### src/rtl/harris_pkg.sv
// Shared definitions for the Harris structure-tensor scheduler.
// Holds the address width, the default datapath width, the scheduler FSM
// state type, default-width FIFO entry layouts and a small address helper.
package harris_pkg;

  localparam int ADDR_W         = 16;
  localparam int DATA_WIDTH_DEF = 23;

  typedef enum logic [1:0] {
    IDLE = 2'd0,
    WAIT = 2'd1,
    CMP  = 2'd2
  } sched_state_t;

  // Diagonal terms (xx, yy) are one bit narrower than the cross term (xy).
  typedef struct packed {
    logic [DATA_WIDTH_DEF-2:0] value;
    logic [ADDR_W-1:0]         addr;
  } diag_entry_t;

  typedef struct packed {
    logic [DATA_WIDTH_DEF-1:0] value;
    logic [ADDR_W-1:0]         addr;
  } cross_entry_t;

  // Unsigned minimum of three head addresses.
  function automatic logic [ADDR_W-1:0] umin3(input logic [ADDR_W-1:0] a,
                                              input logic [ADDR_W-1:0] b,
                                              input logic [ADDR_W-1:0] c);
    logic [ADDR_W-1:0] m;
    m = (a < b) ? a : b;
    return (c < m) ? c : m;
  endfunction

endpackage

### src/rtl/harris_sched_fifo.sv
// Per-channel entry FIFO for the Harris tensor scheduler.
// Pointers carry one wrap bit; full is registered from the next-state
// pointers so the upstream ready is a clean flop output. A full FIFO never
// accepts, even when it pops in the same cycle.
module harris_sched_fifo #(
  parameter int WIDTH = 8,
  parameter int DEPTH = 4
) (
  input  logic             clk,
  input  logic             rst,
  input  logic             flush,
  input  logic             push,
  input  logic [WIDTH-1:0] wr_data,
  input  logic             pop,
  output logic [WIDTH-1:0] rd_data,
  output logic             ready,
  output logic             head_valid,
  output logic             head_last
);

  localparam int AW = $clog2(DEPTH);

  logic [AW:0]      wptr, rptr, wptr_nxt, rptr_nxt, level;
  logic [WIDTH-1:0] mem [DEPTH];
  logic             full_q, do_push, do_pop;

  assign ready      = !full_q && !flush;
  assign do_push    = push && ready;
  assign head_valid = (wptr != rptr);
  assign do_pop     = pop && head_valid;
  assign level      = wptr - rptr;
  assign head_last  = (level == {{AW{1'b0}}, 1'b1});
  assign rd_data    = mem[rptr[AW-1:0]];
  assign wptr_nxt   = wptr + {{AW{1'b0}}, do_push};
  assign rptr_nxt   = rptr + {{AW{1'b0}}, do_pop};

  // Pointer and registered-full update; flush empties the FIFO.
  always_ff @(posedge clk or posedge rst) begin
    if (rst) begin
      wptr   <= '0;
      rptr   <= '0;
      full_q <= 1'b0;
    end else if (flush) begin
      wptr   <= '0;
      rptr   <= '0;
      full_q <= 1'b0;
    end else begin
      wptr   <= wptr_nxt;
      rptr   <= rptr_nxt;
      full_q <= (wptr_nxt[AW] != rptr_nxt[AW]) &&
                (wptr_nxt[AW-1:0] == rptr_nxt[AW-1:0]);
    end
  end

  // Entry storage; data is not reset, only the pointers qualify it.
  always_ff @(posedge clk) begin
    if (do_push) mem[wptr[AW-1:0]] <= wr_data;
  end

endmodule

### src/rtl/harris_tensor_scheduler.sv
// Harris structure-tensor scheduler: aligns the xx, xy and yy streams by
// pixel address and issues one matched triple per cycle downstream.
// Unmatched heads are dropped (mismatch: lowest address first; partial sets:
// after TIMEOUT cycles) so a lost event on one stream cannot stall the rest.
// Optional build macro: HARRIS_SCHED_STATS_EN adds saturating issue/drop
// counters as extra outputs.
module harris_tensor_scheduler
  import harris_pkg::*;
#(
  parameter int DATA_WIDTH = DATA_WIDTH_DEF,
  parameter int DEPTH      = 4,
  parameter int TIMEOUT    = 64
) (
  input  logic                  clk,
  input  logic                  rst,
  input  logic                  flush,
  input  logic                  in_valid_xx,
  input  logic                  in_valid_xy,
  input  logic                  in_valid_yy,
  output logic                  in_ready_xx,
  output logic                  in_ready_xy,
  output logic                  in_ready_yy,
  input  logic [DATA_WIDTH-2:0] in_value_xx,
  input  logic [DATA_WIDTH-1:0] in_value_xy,
  input  logic [DATA_WIDTH-2:0] in_value_yy,
  input  logic [ADDR_W-1:0]     in_addr_xx,
  input  logic [ADDR_W-1:0]     in_addr_xy,
  input  logic [ADDR_W-1:0]     in_addr_yy,
  output logic                  out_valid,
  input  logic                  out_ready,
  output logic [DATA_WIDTH-2:0] out_value_xx,
  output logic [DATA_WIDTH-1:0] out_value_xy,
  output logic [DATA_WIDTH-2:0] out_value_yy,
  output logic [ADDR_W-1:0]     out_addr,
  output logic                  busy
`ifdef HARRIS_SCHED_STATS_EN
  ,
  output logic [31:0]           issue_cnt,
  output logic [15:0]           mismatch_drop_cnt,
  output logic [15:0]           timeout_drop_cnt
`endif
);

  localparam int CNT_W = (TIMEOUT > 2) ? $clog2(TIMEOUT) : 1;
  localparam logic [CNT_W-1:0] CNT_LAST = CNT_W'(TIMEOUT - 1);

  // Entry layouts follow DATA_WIDTH here; the package types describe the
  // default-width layout shared with neighbouring blocks.
  typedef struct packed {
    logic [DATA_WIDTH-2:0] value;
    logic [ADDR_W-1:0]     addr;
  } diag_ent_t;

  typedef struct packed {
    logic [DATA_WIDTH-1:0] value;
    logic [ADDR_W-1:0]     addr;
  } cross_ent_t;

  diag_ent_t    xx_wr, yy_wr, xx_head, yy_head;
  cross_ent_t   xy_wr, xy_head;
  logic         hv_xx, hv_xy, hv_yy;
  logic         last_xx, last_xy, last_yy;
  logic         pop_xx, pop_xy, pop_yy;
  logic         post_xx, post_xy, post_yy;
  logic         all_hv, any_hv, addr_eq, out_free, tmo_hit, issue;
  logic [ADDR_W-1:0] min_addr;
  sched_state_t state;
  logic [CNT_W-1:0] cnt;

  assign xx_wr = {in_value_xx, in_addr_xx};
  assign xy_wr = {in_value_xy, in_addr_xy};
  assign yy_wr = {in_value_yy, in_addr_yy};

  harris_sched_fifo #(.WIDTH($bits(diag_ent_t)), .DEPTH(DEPTH)) u_fifo_xx (
    .clk(clk), .rst(rst), .flush(flush),
    .push(in_valid_xx), .wr_data(xx_wr), .pop(pop_xx), .rd_data(xx_head),
    .ready(in_ready_xx), .head_valid(hv_xx), .head_last(last_xx)
  );

  harris_sched_fifo #(.WIDTH($bits(cross_ent_t)), .DEPTH(DEPTH)) u_fifo_xy (
    .clk(clk), .rst(rst), .flush(flush),
    .push(in_valid_xy), .wr_data(xy_wr), .pop(pop_xy), .rd_data(xy_head),
    .ready(in_ready_xy), .head_valid(hv_xy), .head_last(last_xy)
  );

  harris_sched_fifo #(.WIDTH($bits(diag_ent_t)), .DEPTH(DEPTH)) u_fifo_yy (
    .clk(clk), .rst(rst), .flush(flush),
    .push(in_valid_yy), .wr_data(yy_wr), .pop(pop_yy), .rd_data(yy_head),
    .ready(in_ready_yy), .head_valid(hv_yy), .head_last(last_yy)
  );

  assign all_hv   = hv_xx && hv_xy && hv_yy;
  assign any_hv   = hv_xx || hv_xy || hv_yy;
  assign addr_eq  = (xx_head.addr == xy_head.addr) && (xy_head.addr == yy_head.addr);
  assign min_addr = umin3(xx_head.addr, xy_head.addr, yy_head.addr);
  assign out_free = !out_valid || out_ready;
  assign tmo_hit  = (cnt == CNT_LAST);

  // Head flags after this cycle's pops; pushes are not counted.
  assign post_xx = hv_xx && !(pop_xx && last_xx);
  assign post_xy = hv_xy && !(pop_xy && last_xy);
  assign post_yy = hv_yy && !(pop_yy && last_yy);

  assign busy = any_hv || out_valid;

  // Pop/issue decisions for the current state; flush suppresses all of them.
  always_comb begin
    pop_xx = 1'b0;
    pop_xy = 1'b0;
    pop_yy = 1'b0;
    issue  = 1'b0;
    if (!flush) begin
      case (state)
        CMP: begin
          if (all_hv) begin
            if (addr_eq) begin
              if (out_free) begin
                issue  = 1'b1;
                pop_xx = 1'b1;
                pop_xy = 1'b1;
                pop_yy = 1'b1;
              end
            end else begin
              pop_xx = (xx_head.addr == min_addr);
              pop_xy = (xy_head.addr == min_addr);
              pop_yy = (yy_head.addr == min_addr);
            end
          end
        end
        WAIT: begin
          if (!all_hv && tmo_hit) begin
            pop_xx = hv_xx;
            pop_xy = hv_xy;
            pop_yy = hv_yy;
          end
        end
        default: ;
      endcase
    end
  end

  // Scheduler FSM and partial-set timeout counter.
  always_ff @(posedge clk or posedge rst) begin
    if (rst) begin
      state <= IDLE;
      cnt   <= '0;
    end else if (flush) begin
      state <= IDLE;
      cnt   <= '0;
    end else begin
      case (state)
        IDLE: begin
          cnt <= '0;
          if (all_hv)      state <= CMP;
          else if (any_hv) state <= WAIT;
        end
        WAIT: begin
          if (all_hv) begin
            state <= CMP;
            cnt   <= '0;
          end else if (!any_hv || tmo_hit) begin
            state <= IDLE;
            cnt   <= '0;
          end else begin
            cnt <= cnt + 1'b1;
          end
        end
        CMP: begin
          cnt <= '0;
          if (post_xx && post_xy && post_yy)      state <= CMP;
          else if (post_xx || post_xy || post_yy) state <= WAIT;
          else                                    state <= IDLE;
        end
        default: begin
          state <= IDLE;
          cnt   <= '0;
        end
      endcase
    end
  end

  // Output register: load on issue, hold under backpressure, clear on accept.
  always_ff @(posedge clk or posedge rst) begin
    if (rst) begin
      out_valid    <= 1'b0;
      out_value_xx <= '0;
      out_value_xy <= '0;
      out_value_yy <= '0;
      out_addr     <= '0;
    end else if (flush) begin
      out_valid <= 1'b0;
    end else if (issue) begin
      out_valid    <= 1'b1;
      out_value_xx <= xx_head.value;
      out_value_xy <= xy_head.value;
      out_value_yy <= yy_head.value;
      out_addr     <= xx_head.addr;
    end else if (out_ready) begin
      out_valid <= 1'b0;
    end
  end

`ifdef HARRIS_SCHED_STATS_EN
  function automatic logic [31:0] sat_inc32(input logic [31:0] c);
    return (c == 32'hFFFF_FFFF) ? c : c + 32'd1;
  endfunction

  function automatic logic [15:0] sat_add16(input logic [15:0] c, input logic [1:0] n);
    logic [16:0] s;
    s = {1'b0, c} + {15'd0, n};
    return s[16] ? 16'hFFFF : s[15:0];
  endfunction

  logic [1:0] pop_num;
  logic       mis_drop, tmo_drop;

  assign pop_num  = 2'(pop_xx) + 2'(pop_xy) + 2'(pop_yy);
  assign mis_drop = !flush && (state == CMP) && all_hv && !addr_eq;
  assign tmo_drop = !flush && (state == WAIT) && !all_hv && tmo_hit;

  // Saturating statistics; cleared only by reset, not by flush.
  always_ff @(posedge clk or posedge rst) begin
    if (rst) begin
      issue_cnt         <= '0;
      mismatch_drop_cnt <= '0;
      timeout_drop_cnt  <= '0;
    end else begin
      if (issue)    issue_cnt         <= sat_inc32(issue_cnt);
      if (mis_drop) mismatch_drop_cnt <= sat_add16(mismatch_drop_cnt, pop_num);
      if (tmo_drop) timeout_drop_cnt  <= sat_add16(timeout_drop_cnt, pop_num);
    end
  end
`endif

endmodule

### config.mk
export PLATFORM = sky130hd
export DESIGN_NAME = harris_tensor_scheduler
export DESIGN_NICKNAME = d
export VERILOG_FILES = /design/src/rtl/harris_pkg.sv /design/src/rtl/harris_sched_fifo.sv /design/src/rtl/harris_tensor_scheduler.sv
export SDC_FILE = /design/constraint.sdc
export NUM_CORES = 1
export LEC_CHECK = 0
export ABC_AREA = 1
export CORE_MARGIN = 2
export CORE_UTILIZATION = 45
export CTS_CLUSTER_DIAMETER = 200
export DETAILED_ROUTE_END_ITERATION = 10
export PLACE_DENSITY = 0.69
export SLEW_MARGIN = 10
export SYNTH_ARGS = -nofsm -noshare
export SYNTH_HDL_FRONTEND = slang
export SYNTH_SLANG_ARGS = --single-unit
### constraint.sdc
create_clock -name clk -period 11.1 [get_ports clk]
set_input_delay 2.22 -clock clk [delete_from_list [all_inputs] [get_ports clk]]
set_output_delay 2.22 -clock clk [all_outputs]
set_load 0.02 [all_outputs]
==> impl_metrics.json <==
{
  "status": "finished, final reports clean",
  "grt_pass1_vias": 16550,
  "drt-pass1-iter-count": 5,
  "fmax_mhz": 121.6,
  "yosys_register_bits": 573,
  "cts_made_buffers": 56,
  "place_congestion": 0.9227,
  "cts-root-buf": "clkbuf_16",
  "drc": 0,
  "cp_data_required_time_ns": 11.55,
  "post_cts_buffers": 0,
  "slowest_delay_ns": 0.80,
  "grt_pass1_wl_um": 94190,
  "synth_flop_cell": "edfxtp_1",
  "critical_path.most_common_cell": "nand2_1",
  "ctsResizeCount": 0,
  "synth_top_cell_area_share_pct": 56.38,
  "clock_latency_ns": 0.62,
  "core_area_sq_um": 53810,
  "die-area_sq_um": 56330,
  "grt_max_degree": 90,
  "num_rows": 85,
  "synth.net_count": 2302,
  "tightest_slew_ns": 1.013,
  "avgRoutedWirePerCell_um": 20.16,
  "skew_ns": 0.04424,
  "path_clk_slew_ns": 0.06,
  "synth.most_common_cell": "nand2_1",
  "setup_viol": 0,
  "die_w_um": 237.3,
  "nets": 2496,
  "ys_seq_area_share_pct": 67.92,
  "relSlewSlack_pct": 32.48,
  "pwr_density_cell_nw_per_um2": 158.3,
  "port_buffers": 209,
  "irDropWorstVdd_mv": 0.1251,
  "synth_edf_count": 460,
  "fin_crit_ns": 8.220,
  "power.leakage_nw": 11.39,
  "ys.warnings.count": 0,
  "design_area_sq_um": 29160,
  "drt_iter0_drc": 1553,
  "crit_type": "flip-flop to flip-flop",
  "whs_ns": 0.4593,
  "routed_wl_um": 61730,
  "hold_violations": 0,
  "hold_path.class": "flip-flop to flip-flop",
  "drive_gt1_share_pct": 6.768,
  "antenna_left": 0,
  "finalCritPeriodShare_pct": 74.06,
  "synth_cells": 2123,
  "antenna_found_initial": 6,
  "cts_max_level": 2,
  "cts_buffer_depth": 3,
  "synthTopCellsByArea": "edfxtp_1 (56%), dfrtp_1 (12%), nand2_1 (9.5%), a32o_1 (2.8%), ha_1 (2.8%)",
  "fp.dieH_um": 237.3,
  "final_util_pct": 54.19,
  "routed_via_density": 5.544,
  "async_flop_share_pct": 19.72,
  "cp-end-kind": "flip-flop",
  "yosysTopAreaCell": "edfxtp_1",
  "drv_cap": 0,
  "reg2reg_slack_ns": 2.88,
  "report.final.slew_viol_count": 0,
  "setup-tns-final_ns": 0,
  "place_area_sq_um": 27320,
  "start_util_pct": 45.53,
  "hpwl_um": 39310,
  "cts.sinks": 573,
  "vias": 16980,
  "cp_max_fo": 39,
  "cp-start-kind": "flip-flop",
  "grt-ovfl-total": 0,
  "areaGrowthSynthToFinish_pct": 19.02,
  "netlist_area_sq_um": 24500,
  "postCtsHoldBufs": 0,
  "critPathSlowestCell": "a2111oi_4",
  "cp.arrival_ns": 8.67,
  "rsz0062_at_grt": "no",
  "cts_tree": "yes",
  "ys_top_cells_by_count": "nand2_1 (620), edfxtp_1 (460), a21oi_1 (128)",
  "grt.total_usage_pct": 21.66,
  "syn_avg_cell_area_sq_um": 11.54,
  "ios": 210,
  "yosysUniqueCellTypes": 42
}
## cell usage in the layout (no fill, tap or decap), types with 13 or more instances in the layout
cell	instances
o21ai_0	94
nand2_1	619
clkbuf_16	56
clkdlybuf4s50_1	209
clkinv_2	13
nand3_1	123
ha_1	54
a32oi_1	45
nor2_1	70
dfrtp_1	110
a21oi_1	128
inv_1	112
edfxtp_1	460
a32o_1	68
nand4_1	19
buf_4	34
clkbuf_1	16
o21ai_1	16
nor3_2	13
## path summary, 6_finish.rpt
path | startpoint | end | cells after the start
max | u_fifo_xy.rptr[0] | u_fifo_xx.full_q | 40
min | cnt[0] | cnt[0] | 1
max reg2reg | u_fifo_xy.rptr[0] | u_fifo_xx.full_q | 40
min reg2reg | cnt[0] | cnt[0] | 1
max in group asynchronous | rst | u_fifo_xy.rptr[0] | 3
min in group asynchronous | rst | out_addr[8] | 2
## power by group
part	internal (W)	switching, W	leakage [nW]
clock	0.00108	0.000803	0.906
combinational	0.000126	0.000227	4.74
sequential	0.00237	0.0000120	5.75
## layout make-up
class | count | area, sq um
fillers | 4508 | 24650
clock buffers | 80 | 1572
repair buffers | 243 | 2347
flip-flops and latches | 573 | 16640
well taps | 696 | 870.8
clock inverters | 25 | 266.5
diodes | 2 | 5.005
multi-input cells | 1320 | 6989
inverters | 123 | 466.7
## kinds of logic (layout without fill, tap and decap cells)
family | Yosys count | after routing | share of synthesized area (%)
simple gates | 876 | 876 | 14.71
flops | 573 | 573 | 67.92
compound gates | 365 | 365 | 9.748
buf+inv | 230 | 471 | 3.835
fa+ha+maj | 57 | 57 | 3.003
xor+xnor | 22 | 22 | 0.7864
other cells | 0 | 2 | 0
## flip-flops by register name, indices dropped and copies added, names as in the netlist, 6 cells and up
| register | flops |
|---|---|
| u_fifo_yy.mem | 152 |
| u_fifo_xy.mem | 156 |
| out_value_xx | 22 |
| u_fifo_xx.mem | 152 |
| out_value_yy | 22 |
| out_addr | 16 |
| out_value_xy | 23 |
| cnt | 6 |
## worst max-delay path: cells and delay by family, from the launching register on
| kind | cells | cell delay [ns] |
|---|---|---|
| buf+inv | 7 | 2.15 |
| simple gates | 21 | 2.03 |
| flops | 1 | 0.40 |
| xor+xnor | 2 | 0.27 |
| compound gates | 6 | 2.15 |
| fa+ha+maj | 4 | 1.00 |
## metal layers
metal  vias up  routed length, um  GRT usage [%]
li1       7954                  -              -
met1      8355              26190          29.28
met2       534              29190          34.91
met3       124               4301          4.808
met4        10               1986          7.166
met5         -                 69              0
## metrics by stage
stage          instances  power (W)  worst slack [ns]
2_1_floorplan       2123   0.002630             4.975
6_report            3062   0.004617             2.880
3_3_place_gp        2955   0.002767             3.081
3_5_place_dp        2955   0.002773             2.985
4_1_cts             3060   0.004655             2.952
5_1_grt             3061   0.004790             2.255
No activity file was read; power rests on OpenSTA's default activity.
